`config.mk`:
```
export PLATFORM = sky130hd
export DESIGN_NAME = des_key_sched_iter
export DESIGN_NICKNAME = d
export VERILOG_FILES = /design/src/rtl/des_key_sched_iter.sv
export SDC_FILE = /design/constraint.sdc
export NUM_CORES = 1
export LEC_CHECK = 0
export ABC_CLOCK_PERIOD_IN_PS = 2300
export BUFFER_PORTS_ARGS = -buffer_cell sky130_fd_sc_hd__buf_4
export CAP_MARGIN = 20
export CORE_AREA = 2 2 115 117
export CTS_CLUSTER_SIZE = 8
export DETAILED_ROUTE_END_ITERATION = 6
export DIE_AREA = 0 0 117 119
export PLACE_DENSITY = 0.78
export SLEW_MARGIN = 10
export SYNTH_ARGS = -nofsm -noshare
export SYNTH_HDL_FRONTEND = slang
export SYNTH_SLANG_ARGS = --single-unit
```
`constraint.sdc`:
```
create_clock -name clk -period 2.3 [get_ports clk]
set_input_delay 0.46 -clock clk [delete_from_list [all_inputs] [get_ports clk]]
set_output_delay 0.46 -clock clk [all_outputs]
set_load 0.005 [all_outputs]
```
`src/rtl/des_key_sched_iter.sv`:
```
`timescale 1ns/1ps
`default_nettype none
// ============================================================================
//  Module      : des_key_sched_iter
//  Description : Iterative DES-family round-key generator. Produces one
//                48-bit round key per cycle in encrypt (K1..Kn) or decrypt
//                (Kn..K1) order, with a ready/valid output handshake and
//                optional odd-parity checking of the input key.
//  Revision    : 1.0 - initial release
// ============================================================================
module des_key_sched_iter #(
  parameter int          ROUNDS       = 16,
  parameter logic [15:0] SHIFT_MASK   = 16'h7EFC,
  parameter bit          PARITY_CHECK = 1'b1
) (
  input  logic        clk,
  input  logic        rst,
  input  logic        start,
  input  logic        decrypt,
  input  logic [63:0] key_in,
  output logic        busy,
  output logic        key_valid,
  input  logic        key_ready,
  output logic [47:0] key_out,
  output logic [4:0]  round_idx,
  output logic        done,
  output logic        parity_err
);

  // PC1 selection table, DES bit numbers (bit 1 = key_in[63]), C half first.
  localparam logic [56*7-1:0] c_PC1_TAB = {
    7'd57, 7'd49, 7'd41, 7'd33, 7'd25, 7'd17, 7'd9,
    7'd1,  7'd58, 7'd50, 7'd42, 7'd34, 7'd26, 7'd18,
    7'd10, 7'd2,  7'd59, 7'd51, 7'd43, 7'd35, 7'd27,
    7'd19, 7'd11, 7'd3,  7'd60, 7'd52, 7'd44, 7'd36,
    7'd63, 7'd55, 7'd47, 7'd39, 7'd31, 7'd23, 7'd15,
    7'd7,  7'd62, 7'd54, 7'd46, 7'd38, 7'd30, 7'd22,
    7'd14, 7'd6,  7'd61, 7'd53, 7'd45, 7'd37, 7'd29,
    7'd21, 7'd13, 7'd5,  7'd28, 7'd20, 7'd12, 7'd4
  };

  // PC2 selection table, bit numbers into the 56-bit {C,D} (bit 1 = MSB).
  localparam logic [48*6-1:0] c_PC2_TAB = {
    6'd14, 6'd17, 6'd11, 6'd24, 6'd1,  6'd5,
    6'd3,  6'd28, 6'd15, 6'd6,  6'd21, 6'd10,
    6'd23, 6'd19, 6'd12, 6'd4,  6'd26, 6'd8,
    6'd16, 6'd7,  6'd27, 6'd20, 6'd13, 6'd2,
    6'd41, 6'd52, 6'd31, 6'd37, 6'd47, 6'd55,
    6'd30, 6'd40, 6'd51, 6'd45, 6'd33, 6'd48,
    6'd44, 6'd49, 6'd39, 6'd56, 6'd34, 6'd53,
    6'd46, 6'd42, 6'd50, 6'd36, 6'd29, 6'd32
  };

  function automatic logic [55:0] pc1(input logic [63:0] k);
    logic [56*7-1:0] tab;
    logic [6:0]      e;
    logic [5:0]      pos;
    logic [55:0]     o;
    tab = c_PC1_TAB;
    o   = '0;
    for (int i = 0; i < 56; i++) begin
      e   = tab[391:385];
      pos = 6'(7'd64 - e);
      o   = {o[54:0], k[pos]};
      tab = tab << 7;
    end
    return o;
  endfunction

  function automatic logic [47:0] pc2(input logic [55:0] cd);
    logic [48*6-1:0] tab;
    logic [5:0]      e;
    logic [5:0]      pos;
    logic [47:0]     o;
    tab = c_PC2_TAB;
    o   = '0;
    for (int i = 0; i < 48; i++) begin
      e   = tab[287:282];
      pos = 6'd56 - e;
      o   = {o[46:0], cd[pos]};
      tab = tab << 6;
    end
    return o;
  endfunction

  // Circular left rotation of a 28-bit half; right rotation is rotl by 28-n.
  function automatic logic [27:0] rotl28(input logic [27:0] x, input logic [4:0] n);
    logic [55:0] t;
    t = {x, x} << n;
    return t[55:28];
  endfunction

  // True when any byte has even parity.
  function automatic logic parity_bad(input logic [63:0] k);
    logic        bad;
    logic [63:0] t;
    bad = 1'b0;
    t   = k;
    for (int i = 0; i < 8; i++) begin
      bad = bad | ~(^t[7:0]);
      t   = t >> 8;
    end
    return bad;
  endfunction

  // Sum of per-round shifts over the active rounds, evaluated at elaboration.
  function automatic int total_shift();
    int          s;
    logic [15:0] m;
    s = 0;
    m = SHIFT_MASK;
    for (int i = 0; i < ROUNDS; i++) begin
      s = s + (m[0] ? 2 : 1);
      m = m >> 1;
    end
    return s;
  endfunction

  localparam int          c_TOT     = total_shift();
  localparam logic [4:0]  c_TOT_MOD = 5'(c_TOT % 28);
  localparam logic [4:0]  c_LAST    = 5'(ROUNDS);
  // Zero-extended mask so any 5-bit round number indexes in range.
  localparam logic [31:0] c_MASK_X  = {16'h0000, SHIFT_MASK};

  typedef enum logic [0:0] {
    ST_IDLE = 1'b0,
    ST_GEN  = 1'b1
  } state_t;

  state_t      r_state;
  state_t      w_state_nxt;
  logic [27:0] r_c;
  logic [27:0] r_d;
  logic [4:0]  r_round;
  logic        r_dec;
  logic        r_done;
  logic        r_perr;

  logic [55:0] w_pc1;
  logic        w_accept;
  logic        w_xfer;
  logic        w_last;
  logic        w_sh2;
  logic [4:0]  w_amt;
  logic [4:0]  w_load_amt;
  logic        w_perr;

  assign w_pc1      = pc1(key_in);
  assign w_accept   = (r_state == ST_IDLE) && start;
  assign w_xfer     = (r_state == ST_GEN) && key_ready;
  assign w_last     = w_xfer && (r_dec ? (r_round == 5'd1) : (r_round == c_LAST));
  // Encrypt steps by s(round+1); decrypt undoes the step of the current round.
  assign w_sh2      = r_dec ? c_MASK_X[r_round - 5'd1] : c_MASK_X[r_round];
  assign w_amt      = r_dec ? (w_sh2 ? 5'd26 : 5'd27) : (w_sh2 ? 5'd2 : 5'd1);
  assign w_load_amt = decrypt ? c_TOT_MOD : (SHIFT_MASK[0] ? 5'd2 : 5'd1);
  assign w_perr     = PARITY_CHECK ? parity_bad(key_in) : 1'b0;

  // State register.
  always_ff @(posedge clk or posedge rst) begin
    if (rst) begin
      r_state <= ST_IDLE;
    end else begin
      r_state <= w_state_nxt;
    end
  end

  // Next-state and handshake outputs.
  always_comb begin
    w_state_nxt = r_state;
    busy        = 1'b0;
    key_valid   = 1'b0;
    case (r_state)
      ST_IDLE: begin
        if (start) begin
          w_state_nxt = ST_GEN;
        end
      end
      ST_GEN: begin
        busy      = 1'b1;
        key_valid = 1'b1;
        if (w_last) begin
          w_state_nxt = ST_IDLE;
        end
      end
      default: begin
        w_state_nxt = ST_IDLE;
      end
    endcase
  end

  // C/D, round counter, direction, parity flag and done pulse.
  always_ff @(posedge clk or posedge rst) begin
    if (rst) begin
      r_c     <= '0;
      r_d     <= '0;
      r_round <= '0;
      r_dec   <= 1'b0;
      r_done  <= 1'b0;
      r_perr  <= 1'b0;
    end else begin
      r_done <= w_last;
      if (w_accept) begin
        r_c     <= rotl28(w_pc1[55:28], w_load_amt);
        r_d     <= rotl28(w_pc1[27:0], w_load_amt);
        r_round <= decrypt ? c_LAST : 5'd1;
        r_dec   <= decrypt;
        r_perr  <= w_perr;
      end else if (w_xfer && !w_last) begin
        r_c     <= rotl28(r_c, w_amt);
        r_d     <= rotl28(r_d, w_amt);
        r_round <= r_dec ? (r_round - 5'd1) : (r_round + 5'd1);
      end
    end
  end

  assign key_out    = pc2({r_c, r_d});
  assign round_idx  = r_round;
  assign done       = r_done;
  assign parity_err = r_perr;

endmodule
`default_nettype wire

```
==> run summary, run 1 <==
Area grow syn2layout = 31.8%
Global Route Usage Sum = 34.1%
Routability Congestion = 0.979
Vias in the first global route = 6741
Die area = 13900 um2
Final wirelength = 25100 um
Share of the synthesized area in the top cell type = 25.1%
Final design utilization = 66.4%
First-pass GRT wire length = 37200 um
Io pins = 126
Final instance count without filler cells = 1136
Fin crit share = 103%
1st-iter DRT viols = 1353
Fill cell count = 1070
Failing checks = setup timing
Drt first pass iters = 6
Vias per std cell = 6.64
Synth area leaders = dfrtp_1 (25%), mux2i_1 (10%), xnor2_1 (7.4%), nand2_1 (6.4%), a21oi_1 (6.3%)
Psw = 7.70 mW
M2 GR Usage = 53.2%
CP Capture Type = flip-flop
CTS tree = yes
Power density cells = 1860 nW/um2
Met1 Usage GRT = 46.0%
Sequential area share after synthesis = 25.1%
Initial antenna violation count = 0
CTS max path bufs = 2
Mux contribution to synthesized area = 11.4%
Synth Area in Simple Gates = 18.4%
Hold crit path type = input port to async pin
Ys Warns = 0
Status = complete, but fails checks
Core box area = 12900 um2
H-tree levels = 3
Clk pin slew, worst setup/hold paths = 0.06 ns
Leak = 3.71 nW
Count of final setup violators = 32
Latest clock arrival within the worst-skew pair = 0.35 ns
CTS Buf Count = 9
Post-Syn Area = 6480 um2
Crit Path Class = flip-flop to flip-flop
Die Span Y = 119 um
Rows = 42
Number of enable flip-flop cells after synthesis = 0
Synth Instances = 844
Async set-reset flop share out of synthesis = 100%
Distinct cells, synth = 64
Chip width = 117 um
Sequential power share = 18.6%
Arrival @ worst endpoint = 2.61 ns
Clock network power share = 9.0%
Detailed Place HPWL = 16800 um
Final hold vios = 0
Placed Cells = 1102
Gr busiest metal = met2
Layout cell share with drive strength beyond 1 = 32.1%
Fmax = 0.420 GHz
DRC = 0
Max-Cap Viols = 0
Sw frac = 48.6%
Post-placement cell area = 7750 um2
Slew Limit Fails = 0
Yosys reg bits = 65
Least-Margin Pin Slew = 0.695 ns
Internal = 8.16 mW
Combinational share of power = 72.4%
Clock Sinks = 65
Global routing usage on met3 = 6.46%
GR Overflow Total = 0
Main combinational cell family by area after synthesis = compound AO/OA/AOI/OAI gates
Startpoint Class = flip-flop
Max VDD drop = 0.993 mV
RSZ-0062 raised after global routing = true
Worst Clk Skew = 0.00898 ns
Top FF cell, synth = dfrtp_1
Final instance area = 8540 um2
Fin nets = 1029
Crit path max fanout = 7
Via count = 7544
R2R Setup Slk = -0.08 ns
Syn avg cell area = 7.68 um2
Adder-cell share of the synthesized area = 0.772%
Required @ worst endpoint = 2.53 ns
Net count after synthesis = 917
Final worst-path setup slack = -0.0800 ns
Top post-synthesis cells by count = nand2_1 (110), a21oi_1 (82), mux2i_1 (66)
Final ANT Viol Nets = 0
Shortest period the worst path allows = 2.38 ns
Synth Area in Compound Gates = 25.9%
Largest net degree at the start of global routing = 66
PortBufs = 125
Clock Tree Root = clkbuf_16
Initial Util = 50.3%
Synth area leader = dfrtp_1
Top-count cell post-synth = nand2_1
Hold-fix buffers, CTS = 0
N_diodes = 0
XOR/XNOR Fraction of Synth Area = 7.84%
WL per Instance = 22.1 um
Relative slew slack = 53.6%
## kinds of logic (layout without fill, tap and decap cells)
logic type,Yosys count,count (layout)
compound gates,259,262
simple gates,259,260
buf+inv,126,238
mux,73,73
flops,65,65
xor+xnor,58,58
fa+ha+maj,4,4
## power groups by stage
stage               Sequential, mW  Clock (mW)  Combinational, mW
finish                        2.95        1.43               11.5
floorplan                     2.40           0               6.46
detailed placement            2.83           0               9.49
global route                  3.01        1.49               12.2
global placement              2.83           0               9.31
CTS                           2.83        1.44               10.0
## routing by layer
metal | up-vias | wire length (um)
met1 | 3572 | 9390
met5 | - | 0
met3 | 127 | 2990
met2 | 591 | 11500
li1 | 3254 | -
met4 | 0 | 1200
## worst max-delay path, cell delays in order (launching register included)
cell and delay (ns):
dfrtp_2 0.43, inv_4 0.09, ha_4 0.14, or3b_1 0.34
a32o_2 0.29, a31o_2 0.32, o31ai_4 0.32, mux2i_1 0.24
o22ai_1 0.10
## metrics by stage
step	setup slack (ns)	TNS (ns)	power (mW)	hold slack, ns
finish	-0.0800	-1.04	15.9	0.203
global route	-0.146	-4.18	16.7	0.233
CTS	-0.0651	-0.735	14.3	0.216
detailed placement	-0.179	-3.76	12.3	0.554
global placement	-0.131	-2.70	12.1	0.536
floorplan	-0.0138	-0.0465	8.86	0.524
## registers in the layout, summed over array words and instances (netlist names)
| signal | flops |
|---|---|
| r_state | 1 |
| round_idx | 5 |
| done | 1 |
| r_dec | 1 |
| r_c | 28 |
| r_d | 28 |
| parity_err | 1 |
## final timing paths
kind,startpoint,to,depth (start not counted)
setup / recovery,round_idx[0]$_DFFE_PP0P_,r_d[22]$_DFFE_PP0P_,8
hold / removal,rst,r_d[15]$_DFFE_PP0P_,3
setup reg to reg,round_idx[0]$_DFFE_PP0P_,r_d[22]$_DFFE_PP0P_,8
hold reg to reg,parity_err$_DFFE_PP0P_,parity_err$_DFFE_PP0P_,2
max in group asynchronous,rst,round_idx[1]$_DFFE_PP0P_,3
min in group clk,start,r_state$_DFF_PP0_,3
## layout make-up
type                       instances  area, um2  area share, %
clock buffer                      12        256           3.00
clock inverter                     3       40.0          0.469
inverter                           5       23.8          0.278
multi-input combinational        657       4450           52.1
sequential                        65       1630           19.1
tap                              176        220           2.58
timing repair buffer             218       1920           22.5
## cell usage in the layout (no fill, tap or decap), types with 3 or more instances in the layout
cell / Yosys / routed
o221ai_1: 15 / 14
nor4_1: 4 / 4
nand3_1: 48 / 47
mux2i_1: 66 / 65
nand4_1: 4 / 4
ha_1: 4 / 3
o21ai_1: 12 / 20
mux2_2: 7 / 6
xnor2_1: 55 / 55
and3_1: 23 / 23
o21ai_4: 1 / 3
dfrtp_1: 65 / 63
o32a_1: 11 / 11
a21oi_2: 1 / 11
xor2_1: 3 / 3
a211oi_1: 7 / 5
or2_2: 4 / 3
a311oi_1: 7 / 5
o22a_1: 8 / 8
nor3_1: 4 / 3
nor2_1: 45 / 43
o22ai_1: 11 / 11
nor2b_1: 5 / 4
o21ai_2: 0 / 14
o21ai_0: 65 / 41
a21oi_1: 82 / 72
buf_12: 0 / 14
o211ai_1: 10 / 10
clkbuf_16: 0 / 11
buf_4: 50 / 183
buf_6: 1 / 18
nand2_1: 110 / 110
## timing repair
action | in CTS | in global routing
gates cloned | 1 | 5
setup buffers | 6 | 7
setup endpoints to repair | 48 | 57
gates resized for setup | 33 | 64
pin swaps | 9 | 36
No activity file was read; power rests on OpenSTA's default activity.
==> inputs of run 2 (changes only) <==
--- a/config.mk
+++ b/config.mk
@@ -8,11 +8,11 @@
 export ABC_CLOCK_PERIOD_IN_PS = 2300
 export BUFFER_PORTS_ARGS = -buffer_cell sky130_fd_sc_hd__buf_4
 export CAP_MARGIN = 20
-export CORE_AREA = 2 2 115 117
+export CORE_AREA = 2 2 110 133
 export CTS_CLUSTER_SIZE = 8
 export DETAILED_ROUTE_END_ITERATION = 6
-export DIE_AREA = 0 0 117 119
-export PLACE_DENSITY = 0.78
+export DIE_AREA = 0 0 112 135
+export PLACE_DENSITY = 0.72
 export SLEW_MARGIN = 10
 export SYNTH_ARGS = -nofsm -noshare
 export SYNTH_HDL_FRONTEND = slang
==> run 2 against run 1 <==
Compared with the run above:
- the run still ends with setup timing left
- die area increased by 8.6%
- count of clock-buffer cells in the layout decreased by 1
- register-to-register slack got worse by 0.04 ns
- global-route usage decreased by 2.3 points
- clock skew about the same
- wire length increased by 1.9%
- first-iteration DRC count decreased by 20%
- setup slack got worse by 0.038 ns
- non-clock buffer count increased by 9
- critical path depth increased by 3
- sequential power about the same
==> run summary, run 2 (synthesis gave the netlist of run 1 again) <==
Status = complete, but fails checks
Failing checks = setup timing
Tot Pwr = 16.1 mW
RSZ-0062 raised after global routing = true
Core box area = 13800 um2
WL per Instance = 22.5 um
Final instance count without filler cells = 1138
Shortest period the worst path allows = 2.42 ns
Required @ worst endpoint = 2.52 ns
Final worst-path setup slack = -0.118 ns
Clock network power share = 8.5%
Least-Margin Pin Slew = 0.604 ns
Power density cells = 1870 nW/um2
Chip width = 112 um
H-tree levels = 3
Largest net degree at the start of global routing = 50
Leak = 3.76 nW
Drt first pass iters = 6
Clk pin slew, worst setup/hold paths = 0.06 ns
Max-Cap Viols = 0
Final design utilization = 62.7%
Crit path max fanout = 11
Fin crit share = 105%
Global Route Usage Sum = 31.8%
Internal = 8.35 mW
Final wirelength = 25600 um
Initial Util = 47.1%
1st-iter DRT viols = 1081
Relative slew slack = 59.6%
N_diodes = 0
First-pass GRT wire length = 38200 um
DRC = 0
Arrival @ worst endpoint = 2.64 ns
CTS max path bufs = 2
Layout cell share with drive strength beyond 1 = 33.1%
Final instance area = 8630 um2
Fmax = 0.414 GHz
Die Span Y = 135 um
Fin nets = 1036
Detailed Place HPWL = 17400 um
GR Overflow Total = 0
Final hold vios = 0
Vias per std cell = 6.52
Psw = 7.75 mW
Hold crit path type = input port to async pin
Place WS = -0.119 ns
Commonest non-fill, non-tap cell in the layout = buf_4
Routability Congestion = 0.965
Post-placement cell area = 7670 um2
Placed Cells = 1094
Clock Sinks = 65
Most frequent cells in the layout = buf_4 (194), nand2_1 (108), a21oi_1 (70)
PortBufs = 125
Clock Tree Root = clkbuf_16
Combinational share of power = 73.2%
CTS Buf Count = 9
Rows = 47
Sw frac = 48.1%
Sequential power share = 18.3%
Initial antenna violation count = 0
Io pins = 126
Latest clock arrival within the worst-skew pair = 0.35 ns
Vias in the first global route = 6948
Via count = 7421
Die area = 15100 um2
Count of final setup violators = 35
Final ANT Viol Nets = 0
Slew Limit Fails = 0
Area grow syn2layout = 33.2%
Startpoint Class = flip-flop
Max VDD drop = 1.12 mV
Crit Path Class = flip-flop to flip-flop
Worst Clk Skew = 0.00901 ns
CTS tree = yes
CP Capture Type = flip-flop
run 2: changes by cell type in the layout (fill, tap and decap cells not counted), moves of 4 or more:
cell,before,now
buf_4,183,194
buf_6,18,14
o21ai_0,41,32
o21ai_1,20,28
run 2: final timing paths:
check | start | to | slack, ns | depth (start not counted)
worst max register to register | round_idx[0]$_DFFE_PP0P_ | r_c[23]$_DFFE_PP0P_ | -0.12 | 11
worst min-delay path | rst | round_idx[1]$_DFFE_PP0P_ | 0.002 | 2
worst max-delay path | round_idx[0]$_DFFE_PP0P_ | r_c[23]$_DFFE_PP0P_ | -0.12 | 11
max in group asynchronous | rst | r_c[25]$_DFFE_PP0P_ | 1.72 | 3
min in group clk | start | r_state$_DFF_PP0_ | 0.37 | 3
worst min register to register | parity_err$_DFFE_PP0P_ | parity_err$_DFFE_PP0P_ | 0.55 | 2
run 2: metrics by stage:
stage,hold WS (ns),setup TNS (ns)
6_report,0.00199,-1.95
3_3_place_gp,0.369,-0.338
2_1_floorplan,0.524,-0.0465
4_1_cts,0.0107,-1.83
3_5_place_dp,0.369,-1.23
5_1_grt,0.0280,-4.81
run 2: cell type report:
class | count | area, um2
fill | 1211 | 5130
multi-input combinational | 655 | 4480
timing repair buffer | 227 | 2010
sequential | 65 | 1630
clock buffer | 11 | 233
tap | 171 | 214
clock inverter | 4 | 45.0
inverter | 5 | 21.3
run 2: what timing repair did:
item / CTS / global route
resized for setup: 65 / 51
setup buffers: 13 / 10
cloned: 5 / 2
setup endpoints to repair: 42 / 59
pin swaps: 46 / 38
hold buffers: 0 / 0
run 2: power groups by stage:
stage / clock network (mW) / logic (mW) / registers [mW]
2_1_floorplan: 0 / 6.46 / 2.40
3_3_place_gp: 0 / 9.05 / 2.84
3_5_place_dp: 0 / 9.19 / 2.83
4_1_cts: 1.36 / 10.5 / 2.85
5_1_grt: 1.41 / 12.5 / 2.99
6_report: 1.37 / 11.8 / 2.95
run 2: routing by layer:
metal | part of all wire [%] | vias to the layer above | track usage [%]
met4 | 5.9 | 0 | 17.1
li1 | - | 3252 | -
met5 | 0 | - | 0
met2 | 48 | 527 | 53.2
met1 | 37 | 3514 | 39.8
met3 | 9.6 | 128 | 4.71
run 2: worst max-delay path, stage by stage (launching register included):
cell and delay, ns:
dfrtp_2 0.44, inv_4 0.09, ha_4 0.13, or3b_1 0.34, a32o_2 0.27, a31o_4 0.25
buf_4 0.15, buf_12 0.12, buf_16 0.13, o21ai_1 0.12, and3_1 0.18, o22ai_2 0.07
==> inputs of run 3 (changes only) <==
--- a/config.mk
+++ b/config.mk
@@ -13,6 +13,7 @@
 export DETAILED_ROUTE_END_ITERATION = 6
 export DIE_AREA = 0 0 112 135
 export PLACE_DENSITY = 0.72
+export SETUP_SLACK_MARGIN = 0.2
 export SLEW_MARGIN = 10
 export SYNTH_ARGS = -nofsm -noshare
 export SYNTH_HDL_FRONTEND = slang
==> run 3 against run 2 <==
Compared with the run above:
- the flow still finishes with violations (setup timing)
- count of clock-buffer cells in the layout increased by 2
- sequential share of layout area decreased by 0.21 points
- core utilization increased by 0.65 points
- clock power increased by 17%
- global-route usage increased by 0.32 points
- clock skew decreased by 0.0045 ns
- die area unchanged
- largest power group unchanged
- highest routed layer unchanged
==> run summary, run 3 (synthesis gave the netlist of run 1 again) <==
Status = complete, but fails checks
Failing checks = setup timing
Crit Path Class = flip-flop to flip-flop
Vias in the first global route = 6793
Slew Limit Fails = 0
Die Span Y = 135 um
Leak = 3.78 nW
Worst Clk Skew = 0.00450 ns
Psw = 7.96 mW
Rows = 47
CTS max path bufs = 2
Largest net degree at the start of global routing = 42
Register area = 1630 um2
Max-Cap Viols = 0
Vias per std cell = 6.61
RSZ-0062 raised after global routing = true
Clock Sinks = 65
Crit path max fanout = 7
Multi-input gate area = 4570 um2
DRC = 0
Initial Util = 47.1%
Latest clock arrival within the worst-skew pair = 0.35 ns
Startpoint Class = flip-flop
Clock Tree Root = clkbuf_16
Max VDD drop = 1.24 mV
Count of final setup violators = 33
Detailed Place HPWL = 17000 um
Clk pin slew, worst setup/hold paths = 0.06 ns
Internal = 8.40 mW
Global Route Usage Sum = 32.2%
Arrival @ worst endpoint = 2.60 ns
Final design utilization = 63.4%
CP Capture Type = flip-flop
Fin crit share = 103%
Hold crit path type = input port to async pin
Routability Congestion = 0.940
Core box area = 13800 um2
CTS Buf Count = 9
1st-iter DRT viols = 1162
Required @ worst endpoint = 2.53 ns
Tot Pwr = 16.4 mW
Area grow syn2layout = 34.6%
PortBufs = 125
Die area = 15100 um2
Io pins = 126
Initial antenna violation count = 0
Fill cell count = 1185
Place WS = -0.147 ns
Sequential power share = 18.1%
H-tree levels = 3
Shortest period the worst path allows = 2.37 ns
R2R Setup Slk = -0.07 ns
Combinational share of power = 72.1%
CTS tree = yes
Least-Margin Pin Slew = 0.558 ns
First-pass GRT wire length = 38000 um
Fin nets = 1034
Final worst-path setup slack = -0.0716 ns
Sw frac = 48.7%
Most frequent cells in the layout = buf_4 (197), nand2_1 (110), a21oi_1 (69)
Clock network power share = 9.8%
Commonest non-fill, non-tap cell in the layout = buf_4
WL per Instance = 23.0 um
Final wirelength = 26200 um
Fmax = 0.422 GHz
Via count = 7513
Hold Slack = 0.0523 ns
GR Overflow Total = 0
N_diodes = 0
Final hold vios = 0
Power density cells = 1880 nW/um2
Drt first pass iters = 6
Final ANT Viol Nets = 0
Relative slew slack = 62.7%
Layout cell share with drive strength beyond 1 = 33.8%
Chip width = 112 um
Hold-fix buffers, CTS = 0
-- run 3: final cells by class --
class                      count  share of cell area [%]
clock buffer                  13                    3.10
multi-input combinational    657                    52.4
timing repair buffer         223                    22.4
sequential                    65                    18.7
tap                          171                    2.45
inverter                       5                   0.273
clock inverter                 2                   0.689
-- run 3: critical path, stage by stage, from the launching register on --
cell and delay (ns):
dfrtp_2 0.45, inv_4 0.09, ha_4 0.14, or3b_1 0.35
a32o_2 0.30, a31o_2 0.34, buf_4 0.18, o21ai_0 0.15
and3_1 0.18, o22ai_1 0.07
-- run 3: power by group through the flow --
stage	Sequential, mW	Combinational (mW)	Clock [mW]
floorplan	2.40	6.55	0
global placement	2.84	9.08	0
detailed placement	2.84	9.20	0
CTS	2.84	9.99	1.60
global route	3.02	12.5	1.65
finish	2.96	11.8	1.60
-- run 3: repair_timing --
item | CTS | global route
buffers inserted | 7 | 10
gates resized for setup | 24 | 73
endpoints found under the setup margin | 59 | 61
gates cloned | 5 | 5
pin swaps | 27 | 37
-- run 3: path summary, 6_finish.rpt --
check                                          from                       end  cells after the start
hold / removal                                  rst  round_idx[1]$_DFFE_PP0P_                      2
hold reg to reg              parity_err$_DFFE_PP0P_    parity_err$_DFFE_PP0P_                      2
setup reg to reg           round_idx[0]$_DFFE_PP0P_       r_c[21]$_DFFE_PP0P_                      9
setup / recovery           round_idx[0]$_DFFE_PP0P_       r_c[21]$_DFFE_PP0P_                      9
min in group clk                              start         r_state$_DFF_PP0_                      3
max in group asynchronous                       rst       r_c[26]$_DFFE_PP0P_                      3
-- run 3: routing by layer --
layer	vias to the layer above	GRT usage (%)	wire, um
li1	3261	-	-
met1	3562	41.0	9800
met2	521	50.2	11900
met3	169	7.94	2650
met4	0	17.7	1790
met5	-	0	0
-- run 3: stage by stage --
stage,instances,TNS [ns],cell area (um2)
floorplan,844,0,6520
global placement,1094,-0.801,7690
detailed placement,1094,-2.84,7690
CTS,1121,-0.544,8230
global route,1136,-4.25,8720
finish,1136,-1.28,8720
